===== config.mk =====
export PLATFORM = sky130hd
export DESIGN_NAME = ux607_subsys_irq_sched
export DESIGN_NICKNAME = d
export VERILOG_FILES = /design/src/rtl/ux607_irq_pkg.sv /design/src/rtl/ux607_subsys_irq_rr_arb.sv /design/src/rtl/ux607_subsys_irq_sched.sv
export SDC_FILE = /design/constraint.sdc
export NUM_CORES = 1
export LEC_CHECK = 0
export ABC_AREA = 1
export ABC_CLOCK_PERIOD_IN_PS = 9920
export CAP_MARGIN = 20
export CORE_ASPECT_RATIO = 0.6
export CORE_UTILIZATION = 26
export CTS_CLUSTER_DIAMETER = 60
export DETAILED_ROUTE_END_ITERATION = 7
export GPL_TIMING_DRIVEN = 1
export SYNTH_ARGS = -nofsm -noshare
export SYNTH_HDL_FRONTEND = slang
export SYNTH_SLANG_ARGS = --single-unit

===== constraint.sdc =====
create_clock -name clk -period 9.92 [get_ports clk]
set_clock_uncertainty 0.05 [all_clocks]
set_input_delay 1.984 -clock clk [delete_from_list [all_inputs] [get_ports clk]]
set_output_delay 1.984 -clock clk [all_outputs]
set_load 0.02 [all_outputs]

===== src/rtl/ux607_irq_pkg.sv =====
// Shared types and constants for the ux607 interrupt scheduling slice.
// Also holds the ID-width helper used by the scheduler at elaboration.
package ux607_irq_pkg;

    typedef enum logic {
        IDLE  = 1'b0,
        OFFER = 1'b1
    } irq_state_t;

    localparam int IRQ_NUM_DEF = 50;
    localparam int ID_W_DEF    = 6;

    // Smallest w with 2**w >= n.
    function automatic int id_bits(input int n);
        int r;
        r = 31;
        for (int w = 30; w >= 0; w--) begin
            if ((1 << w) >= n) r = w;
        end
        return r;
    endfunction

endpackage


===== src/rtl/ux607_subsys_irq_rr_arb.sv =====
// Combinational round-robin picker: first set elig bit at or above ptr,
// wrapping N-1 -> 0.
module ux607_subsys_irq_rr_arb #(
    parameter int N = 50,
    parameter int W = 6
) (
    input  logic [N-1:0] elig_i,
    input  logic [W-1:0] ptr_i,
    output logic         any_o,
    output logic [W-1:0] win_id_o
);

    logic [N-1:0] w_rot;

    // Rotate so that bit 0 is the line at ptr.
    assign w_rot = N'({elig_i, elig_i} >> ptr_i);

    always_comb begin
        any_o    = 1'b0;
        win_id_o = '0;
        for (int k = N - 1; k >= 0; k--) begin
            if (w_rot[k]) begin
                any_o    = 1'b1;
                win_id_o = (int'(ptr_i) + k >= N) ?
                           W'(int'(ptr_i) + k - N) :
                           W'(int'(ptr_i) + k);
            end
        end
    end

endmodule


===== src/rtl/ux607_subsys_irq_sched.sv =====
// Peripheral IRQ conditioning and round-robin scheduler with a
// valid/ready claim handshake and EOI-driven in-service tracking.
module ux607_subsys_irq_sched
    import ux607_irq_pkg::*;
#(
    parameter int IRQ_NUM     = IRQ_NUM_DEF,
    parameter int ID_W        = ID_W_DEF,
    parameter int SYNC_STAGES = 2
) (
    input  logic               clk,
    input  logic               rst_n,
    input  logic [IRQ_NUM-1:0] irq_src_i,
    input  logic [IRQ_NUM-1:0] cfg_en_i,
    input  logic [IRQ_NUM-1:0] cfg_edge_i,
    input  logic [IRQ_NUM-1:0] sw_clr_i,
    output logic               req_valid_o,
    output logic [ID_W-1:0]    req_id_o,
    input  logic               req_ready_i,
    input  logic               eoi_valid_i,
    input  logic [ID_W-1:0]    eoi_id_i,
    output logic [IRQ_NUM-1:0] pend_o,
    output logic [IRQ_NUM-1:0] insvc_o
);

    if (id_bits(IRQ_NUM) > ID_W) begin : g_bad_id_w
        $error("ID_W too narrow for IRQ_NUM");
    end
    if (SYNC_STAGES < 2 || SYNC_STAGES > 3) begin : g_bad_sync
        $error("SYNC_STAGES must be 2 or 3");
    end

    logic [SYNC_STAGES-1:0][IRQ_NUM-1:0] r_sync;
    logic [IRQ_NUM-1:0] r_prev;
    logic [IRQ_NUM-1:0] r_pend;
    logic [IRQ_NUM-1:0] r_insvc;
    logic [ID_W-1:0]    r_ptr;
    logic [ID_W-1:0]    r_id;
    logic               r_valid;
    irq_state_t         r_state;

    logic [IRQ_NUM-1:0] w_s;
    logic [IRQ_NUM-1:0] w_rise;
    logic [IRQ_NUM-1:0] w_elig;
    logic [IRQ_NUM-1:0] w_claim;
    logic [IRQ_NUM-1:0] w_eoi;
    logic [IRQ_NUM-1:0] w_pend_nxt;
    logic               w_hs;
    logic               w_any;
    logic [ID_W-1:0]    w_win;

    assign w_s    = r_sync[SYNC_STAGES-1];
    assign w_rise = w_s & ~r_prev;
    assign w_elig = r_pend & cfg_en_i & ~r_insvc;
    assign w_hs   = r_valid & req_ready_i;

    // Out-of-range EOI IDs decode to no bit and are dropped.
    always_comb begin
        w_claim = '0;
        w_eoi   = '0;
        for (int i = 0; i < IRQ_NUM; i++) begin
            w_claim[i] = w_hs && (r_id == ID_W'(i));
            w_eoi[i]   = eoi_valid_i && (eoi_id_i == ID_W'(i));
        end
    end

    // Edge set beats clear; level lines just follow the synchroniser.
    assign w_pend_nxt =
        (cfg_edge_i & (w_rise | (r_pend & ~(sw_clr_i | w_claim)))) |
        (~cfg_edge_i & w_s);

    ux607_subsys_irq_rr_arb #(
        .N (IRQ_NUM),
        .W (ID_W)
    ) u_arb (
        .elig_i   (w_elig),
        .ptr_i    (r_ptr),
        .any_o    (w_any),
        .win_id_o (w_win)
    );

    always_ff @(posedge clk or negedge rst_n) begin
        if (!rst_n) begin
            r_sync  <= '0;
            r_prev  <= '0;
            r_pend  <= '0;
            r_insvc <= '0;
            r_ptr   <= '0;
            r_id    <= '0;
            r_valid <= 1'b0;
            r_state <= IDLE;
        end else begin
            r_sync  <= {r_sync[SYNC_STAGES-2:0], irq_src_i};
            r_prev  <= w_s;
            r_pend  <= w_pend_nxt;
            r_insvc <= (r_insvc & ~w_eoi) | w_claim;
            unique case (r_state)
                IDLE: begin
                    if (w_any) begin
                        r_id    <= w_win;
                        r_valid <= 1'b1;
                        r_state <= OFFER;
                    end
                end
                OFFER: begin
                    if (req_ready_i) begin
                        r_valid <= 1'b0;
                        r_state <= IDLE;
                        r_ptr   <= (r_id == ID_W'(IRQ_NUM - 1)) ?
                                   '0 : r_id + 1'b1;
                    end
                end
            endcase
        end
    end

    assign req_valid_o = r_valid;
    assign req_id_o    = r_id;
    assign pend_o      = r_pend;
    assign insvc_o     = r_insvc;

endmodule


==> summary.txt, run 1 <==
Yosys
  • Library cell with the highest instance count after synthesis: nand2_1
  • Post-synth EDFFs: 0
  • Primary FF master, synth: dfrtp_1
  • Syn_area_per_cell: 6.10 um2
  • Post-synth top cells: nand2_1 (1278), o21ai_0 (492), inv_1 (490), nand3_1 (271), dfrtp_1 (264)
  • Syn Inst Count: 3707
  • Synth Cell Area: 22600 um2
  • Cell taking the most area after synthesis: dfrtp_1
  • Top cells by area, synth: dfrtp_1 (29%), nand2_1 (21%), o21ai_0 (11%), inv_1 (8.1%), nand3_1 (6.0%)
  • Synth Area in Adders: 0.0221
  • Distinct cells, synth: 50
  • Sequential cell area fraction in the yosys report: 0.292
  • Synth Area in Compound Gates: 0.184
  • Share of the synthesized area in the top cell type: 0.292
  • Mux contribution to synthesized area: 0.00354
  • Largest family of logic cells by synthesized area: simple AND/OR/NAND/NOR gates
  • Synth Area in Simple Gates: 0.332
  • Ys async rst share: 1.00
  • Synth Area in XOR/XNOR: 0.0515
  • Post-Syn Nets: 3957
  • Synthesis-stage register bit count: 264
  • Yosys warns: 0

Routing
  • DR vias: 27200
  • DRT antenna net count: 0
  • Via-to-Cell Ratio: 5.29
  • DRC: 41
  • Initial drt markers: 4531
  • Wire per inst: 24.4 um
  • First-pass DRT Iterations: 8
  • DRT Wirelength: 125000 um

Worst setup path
  • Critical Path Sink Type: register
  • Crit path arrival time: 9410 ps
  • Crit Path Category: reg2reg
  • Crit path launch type: register
  • Setup slack, reg-to-reg: 960 ps
  • Crit path required time: 10370 ps
  • CP peak stage delay: 840 ps
  • CP max-delay cell: xor2_1
  • Most frequent CP cell: nand2_1
  • Critical-path maximum fanout: 16

Flow run
  • Total of max-cap violations: 0

CTS
  • Clk root buf: clkbuf_16
  • CTS Buf Count: 23
  • Post-CTS Setup Inserts: 0
  • CTS resizes: 0
  • Clock transition at path regs: 70 ps
  • Insertion delay to the later sink of the worst-skew pair: 590 ps
  • CTS tree: yes
  • Clock Tree Buf Depth: 3
  • Htree depth: 1
  • Cts hold-fix bufs: 0
  • TritonCTS Sinks: 264

Die
  • Ports: 317
  • CORE AREA: 85900 um2
  • FP Rows: 83
  • Die H: 231 um
  • Total die area: 88300 um2
  • Starting Density: 0.263
  • Die Wd: 383 um

Run status
  • Outcome: finished with violations
  • Failing checks: design-rule violations

STA
  • Max Slew Vio Count: 0
  • Fin. Hold Viols: 0
  • Slew HR: 0.163
  • Slew @ Worst Pin: 1240 ps
  • Endpoints failing setup: 0
  • Period minus WS final: 8960 ps
  • Fmax: 112 MHz
  • TNS Setup: 0 ps
  • Final period util: 0.903
  • Unrepaired setup endpoints after global routing: false

Placed design
  • Number of port buffers: 316
  • Placed cells: 5095
  • DP Area: 27200 um2
  • GPL Wtd Cong: 1.16
  • DP HPWL: 101000 um

Global route
  • Initial antenna violation count: 9
  • Number of global-route vias before repair: 24400
  • Global-route wire length before repair: 178000 um
  • Global route overflow: 0
  • Global-route usage over all layers: 0.277
  • Pin count of the biggest net entering global routing: 151

Cells and area
  • Final std cell area, no fill: 27900 um2
  • Fraction of layout cells with a size suffix above 1: 0.0444
  • Finished Layout Cells: 5138
  • Nets@finish: 4223
  • Synthesis-to-finish area growth: 23.4%

Min path
  • HP Class: reg2reg
## final timing paths
check,from,end,cells after the start
max in group asynchronous,rst_n,w_s[13]$_DFF_PN0_,2
setup reg to reg,r_ptr[1]$_DFFE_PN0P_,req_id_o[5]$_DFFE_PN0P_,66
hold / removal,r_sync[34]$_DFF_PN0_,w_s[34]$_DFF_PN0_,0
setup / recovery,r_ptr[1]$_DFFE_PN0P_,req_id_o[5]$_DFFE_PN0P_,66
hold reg to reg,r_sync[34]$_DFF_PN0_,w_s[34]$_DFF_PN0_,0
min in group asynchronous,rst_n,r_sync[27]$_DFF_PN0_,1
## through the flow
| step | hold slack, ps | util | worst slack [ps] |
|---|---|---|---|
| after detailed placement | 285 | 0.316 | 1220 |
| after global routing | 304 | 0.325 | 768 |
| final | 297 | 0.325 | 963 |
| after floorplan | 281 | - | 3280 |
| after global placement | 281 | 0.316 | 1160 |
| after CTS | 298 | 0.325 | 1820 |
## per-layer routing
metal  vias to the layer above  routed length, um  track usage
met5                         -                262       0.0191
li1                      12400                  -            -
met2                      1894              42200        0.325
met4                         7               1540       0.0260
met1                     12700              55800        0.404
met3                       160              25700        0.194
## cell families (layout without fill, tap and decap cells)
logic type,after synthesis,after routing
other,0,3
buffers and inverters,660,941
and+or+nand+nor,1845,1845
adders and majority gates,40,40
muxes,8,8
DFF,264,264
xor gates and xnor gates,128,128
AOI/OAI and AO/OA,762,762
## layout make-up
class / count / area (um2)
clock buffers: 30 / 612
diodes: 3 / 7.51
clock inverters: 10 / 129
inverters: 506 / 1900
flip-flops and latches: 264 / 6620
repair buffers: 395 / 3790
fillers: 9472 / 58000
well taps: 1147 / 1440
multi-input cells: 2783 / 13400
## cell usage in the layout (no fill, tap or decap), types with 25 or more instances in the layout
cell | Yosys | layout
nand2_1 | 1278 | 1278
o21ai_0 | 492 | 492
inv_1 | 490 | 488
clkdlybuf4s50_1 | 0 | 315
nand3_1 | 271 | 271
dfrtp_1 | 264 | 258
nor2_1 | 203 | 203
a21oi_1 | 110 | 110
xor2_1 | 109 | 109
buf_4 | 5 | 77
a31oi_1 | 41 | 41
ha_1 | 40 | 40
nand4_1 | 34 | 34
o21ai_1 | 34 | 34
a32o_1 | 25 | 25
## sequential cells by signal (all words and copies together), names as in the netlist
register	flops
req_id_o	6
r_sync	50
w_s	50
r_state	1
pend_o	50
insvc_o	50
req_valid_o	1
r_ptr	6
r_prev	50
## critical path, delay by kind of cell, from the launching register on
kind / cells / cell delay, ps
AND/OR/NAND/NOR: 55 / 5030
AO/OA/AOI/OAI: 5 / 1490
XOR/XNOR: 1 / 840
buffers and inverters: 4 / 640
flip-flops: 1 / 510
adder cells (fa/ha/maj): 1 / 260
Power of run 1 is not shown: default switching activity piles up to over one toggle a cycle in this logic, so the estimate is an artifact.
==> inputs of run 2 (changes only) <==
--- a/config.mk
+++ b/config.mk
@@ -6,9 +6,10 @@
 export NUM_CORES = 1
 export LEC_CHECK = 0
 export ABC_AREA = 1
-export ABC_CLOCK_PERIOD_IN_PS = 9920
+export ABC_CLOCK_PERIOD_IN_PS = 11300
 export CAP_MARGIN = 20
 export CORE_ASPECT_RATIO = 0.6
+export CORE_MARGIN = 3
 export CORE_UTILIZATION = 26
 export CTS_CLUSTER_DIAMETER = 60
 export DETAILED_ROUTE_END_ITERATION = 7
==> constraint.sdc (replaced) <==
create_clock -name clk -period 11.3 [get_ports clk]
set_clock_uncertainty 0.05 [all_clocks]
set_input_delay 2.26 -clock clk [delete_from_list [all_inputs] [get_ports clk]]
set_output_delay 2.26 -clock clk [all_outputs]
set_load 0.02 [all_outputs]
==> summary.txt, run 2 (synthesis gave the netlist of run 1 again) <==
Run status
  • Outcome: finished clean

Worst setup path
  • Crit path launch type: input pin
  • CP top delay family: simple AND/OR/NAND/NOR gates
  • R2R cell count: 61 (-7.6%)
  • Crit Path Category: in2reg
  • Critical Path Sink Type: register
  • Crit path arrival time: 9450 ps (+40 ps)
  • Reg-to-Reg Start: r_ptr[2]$_DFFE_PN0P_
  • Buf/Inv on CP: 2 (-2)
  • Most frequent CP cell: nand2_1
  • R2R Path End: req_id_o[5]$_DFFE_PN0P_
  • Setup slack, reg-to-reg: 2290 ps (+1330 ps)
  • Worst setup path start: cfg_en_i[43]
  • Crit path required time: 11710 ps (+1340 ps)
  • CP max-delay cell: nor2_1
  • Critical-path maximum fanout: 7 (-9)
  • CP peak stage delay: 480 ps (-360 ps)

Routing
  • DRT antenna net count: 0 (unchanged)
  • Metal-1 WL: 61900 um (+11%)
  • Top layer used by detailed routing: met5
  • Via-to-Cell Ratio: 5.32 (+0.55%)
  • Routed length on met2: 45000 um (+6.6%)
  • Initial drt markers: 4363 (-3.7%)
  • DRT Wirelength: 132000 um (+5.0%)
  • DRC: 0 (-100%)
  • WL met3: 23300 um (-9.5%)
  • First-pass DRT Iterations: 8 (unchanged)
  • DR vias: 27200 (+0.085%)
  • Wire per inst: 25.8 um (+5.5%)

Die
  • CORE AREA: 85900 um2 (unchanged)
  • Die Wd: 387 um (+1.0%)
  • FP Rows: 83 (unchanged)
  • Ports: 317 (unchanged)
  • Starting Density: 0.263 (unchanged)
  • Die H: 235 um (+1.7%)
  • Total die area: 90700 um2 (+2.8%)

CTS
  • CTS resizes: 0 (unchanged)
  • CTS Buf Count: 23 (unchanged)
  • Insertion delay to the later sink of the worst-skew pair: 590 ps (about the same)
  • CTS tree: yes
  • Htree depth: 1 (unchanged)
  • TritonCTS Sinks: 264 (unchanged)
  • Clock transition at path regs: 70 ps (about the same)
  • Clk root buf: clkbuf_16
  • Clock Tree Buf Depth: 3 (unchanged)
  • Cts hold-fix bufs: 0 (unchanged)
  • Post-CTS Setup Inserts: 0 (unchanged)

STA
  • Fin. Hold Viols: 0 (unchanged)
  • Unrepaired setup endpoints after global routing: false
  • Endpoints failing setup: 0 (unchanged)
  • Slew HR: 0.246 (+0.0828)
  • Period minus WS final: 9040 ps
  • Max Slew Vio Count: 0 (unchanged)
  • Slew @ Worst Pin: 1120 ps (-121 ps)
  • Fmax: 111 MHz
  • Final period util: 0.800
  • TNS Setup: 0 ps (unchanged)

Cells and area
  • Synthesis-to-finish area growth: 23.2%
  • Nets@finish: 4198 (-0.59%)
  • Fraction of layout cells with a size suffix above 1: 0.0406 (-0.00378)
  • Most common cell after layout, fill and taps aside: nand2_1
  • Most frequent cells in the layout: nand2_1 (1278), o21ai_0 (492), inv_1 (488)

Min path
  • Min-Delay Path Depth: 0 (unchanged)
  • Hold Path Sink: w_s[8]$_DFF_PN0_
  • Worst hold start: r_sync[8]$_DFF_PN0_
  • HP Class: reg2reg

Global route
  • Number of global-route vias before repair: 24000 (-1.6%)
  • Initial antenna violation count: 10 (+1)
  • Global-route usage over all layers: 0.280 (+0.00266)
  • Global route overflow: 0 (unchanged)
  • Pin count of the biggest net entering global routing: 145 (-4.0%)
  • Global-route wire length before repair: 183000 um (+3.1%)

Placed design
  • GPL Wtd Cong: 1.15 (-1.5%)
  • DP HPWL: 106000 um (+4.7%)
  • Number of port buffers: 316 (unchanged)

Flow run
  • Total of max-cap violations: 0 (unchanged)
## run 2: final cells by class
cell class,count,area (um2)
fill,9506,58000
sequential,264,6620
antenna,2,5.00
tap,1147,1440
multi-input combinational,2783,13400
clock buffer,27,631
inverter,506,1900
clock inverter,15,263
timing repair buffer,370,3600
## run 2: routing by layer
layer	track usage	up-vias
met1	0.432	12900
li1	-	12300
met2	0.336	1818
met4	0.0319	2
met3	0.146	114
met5	0	-
## run 2: how the worst max path moves through the flow
| stage | end | slack, ps | cells past startpoint |
|---|---|---|---|
| after floorplan | req_id_o[5]$_DFFE_PN0P_ | 4660 | 74 |
| after global placement | req_id_o[0]$_DFFE_PN0P_ | 2230 | 59 |
| after detailed placement | req_id_o[0]$_DFFE_PN0P_ | 2230 | 59 |
| after CTS | req_id_o[0]$_DFFE_PN0P_ | 2830 | 59 |
| after global routing | req_id_o[0]$_DFFE_PN0P_ | 1870 | 60 |
| final | req_id_o[0]$_DFFE_PN0P_ | 2260 | 59 |
## run 2: through the flow
stage	hold WS [ps]	instances	setup WS (ps)	area [um2]	utilization
2_1_floorplan	281	3707	4660	22600	-
3_3_place_gp	282	5069	2230	27000	0.314
3_5_place_dp	285	5069	2230	27000	0.314
4_1_cts	297	5111	2830	27900	0.325
5_1_grt	303	5112	1870	27900	0.325
6_report	285	5114	2260	27900	0.325
## run 2: worst reg2reg max path, delay by kind of cell, from the launching register on
family | cells | cell delay, ps
buf+inv | 3 | 880
flops | 1 | 810
compound gates | 3 | 230
xor+xnor | 1 | 430
mux | 1 | 340
simple gates | 52 | 5190
fa+ha+maj | 1 | 920
Power of run 2 is left out for the same reason.
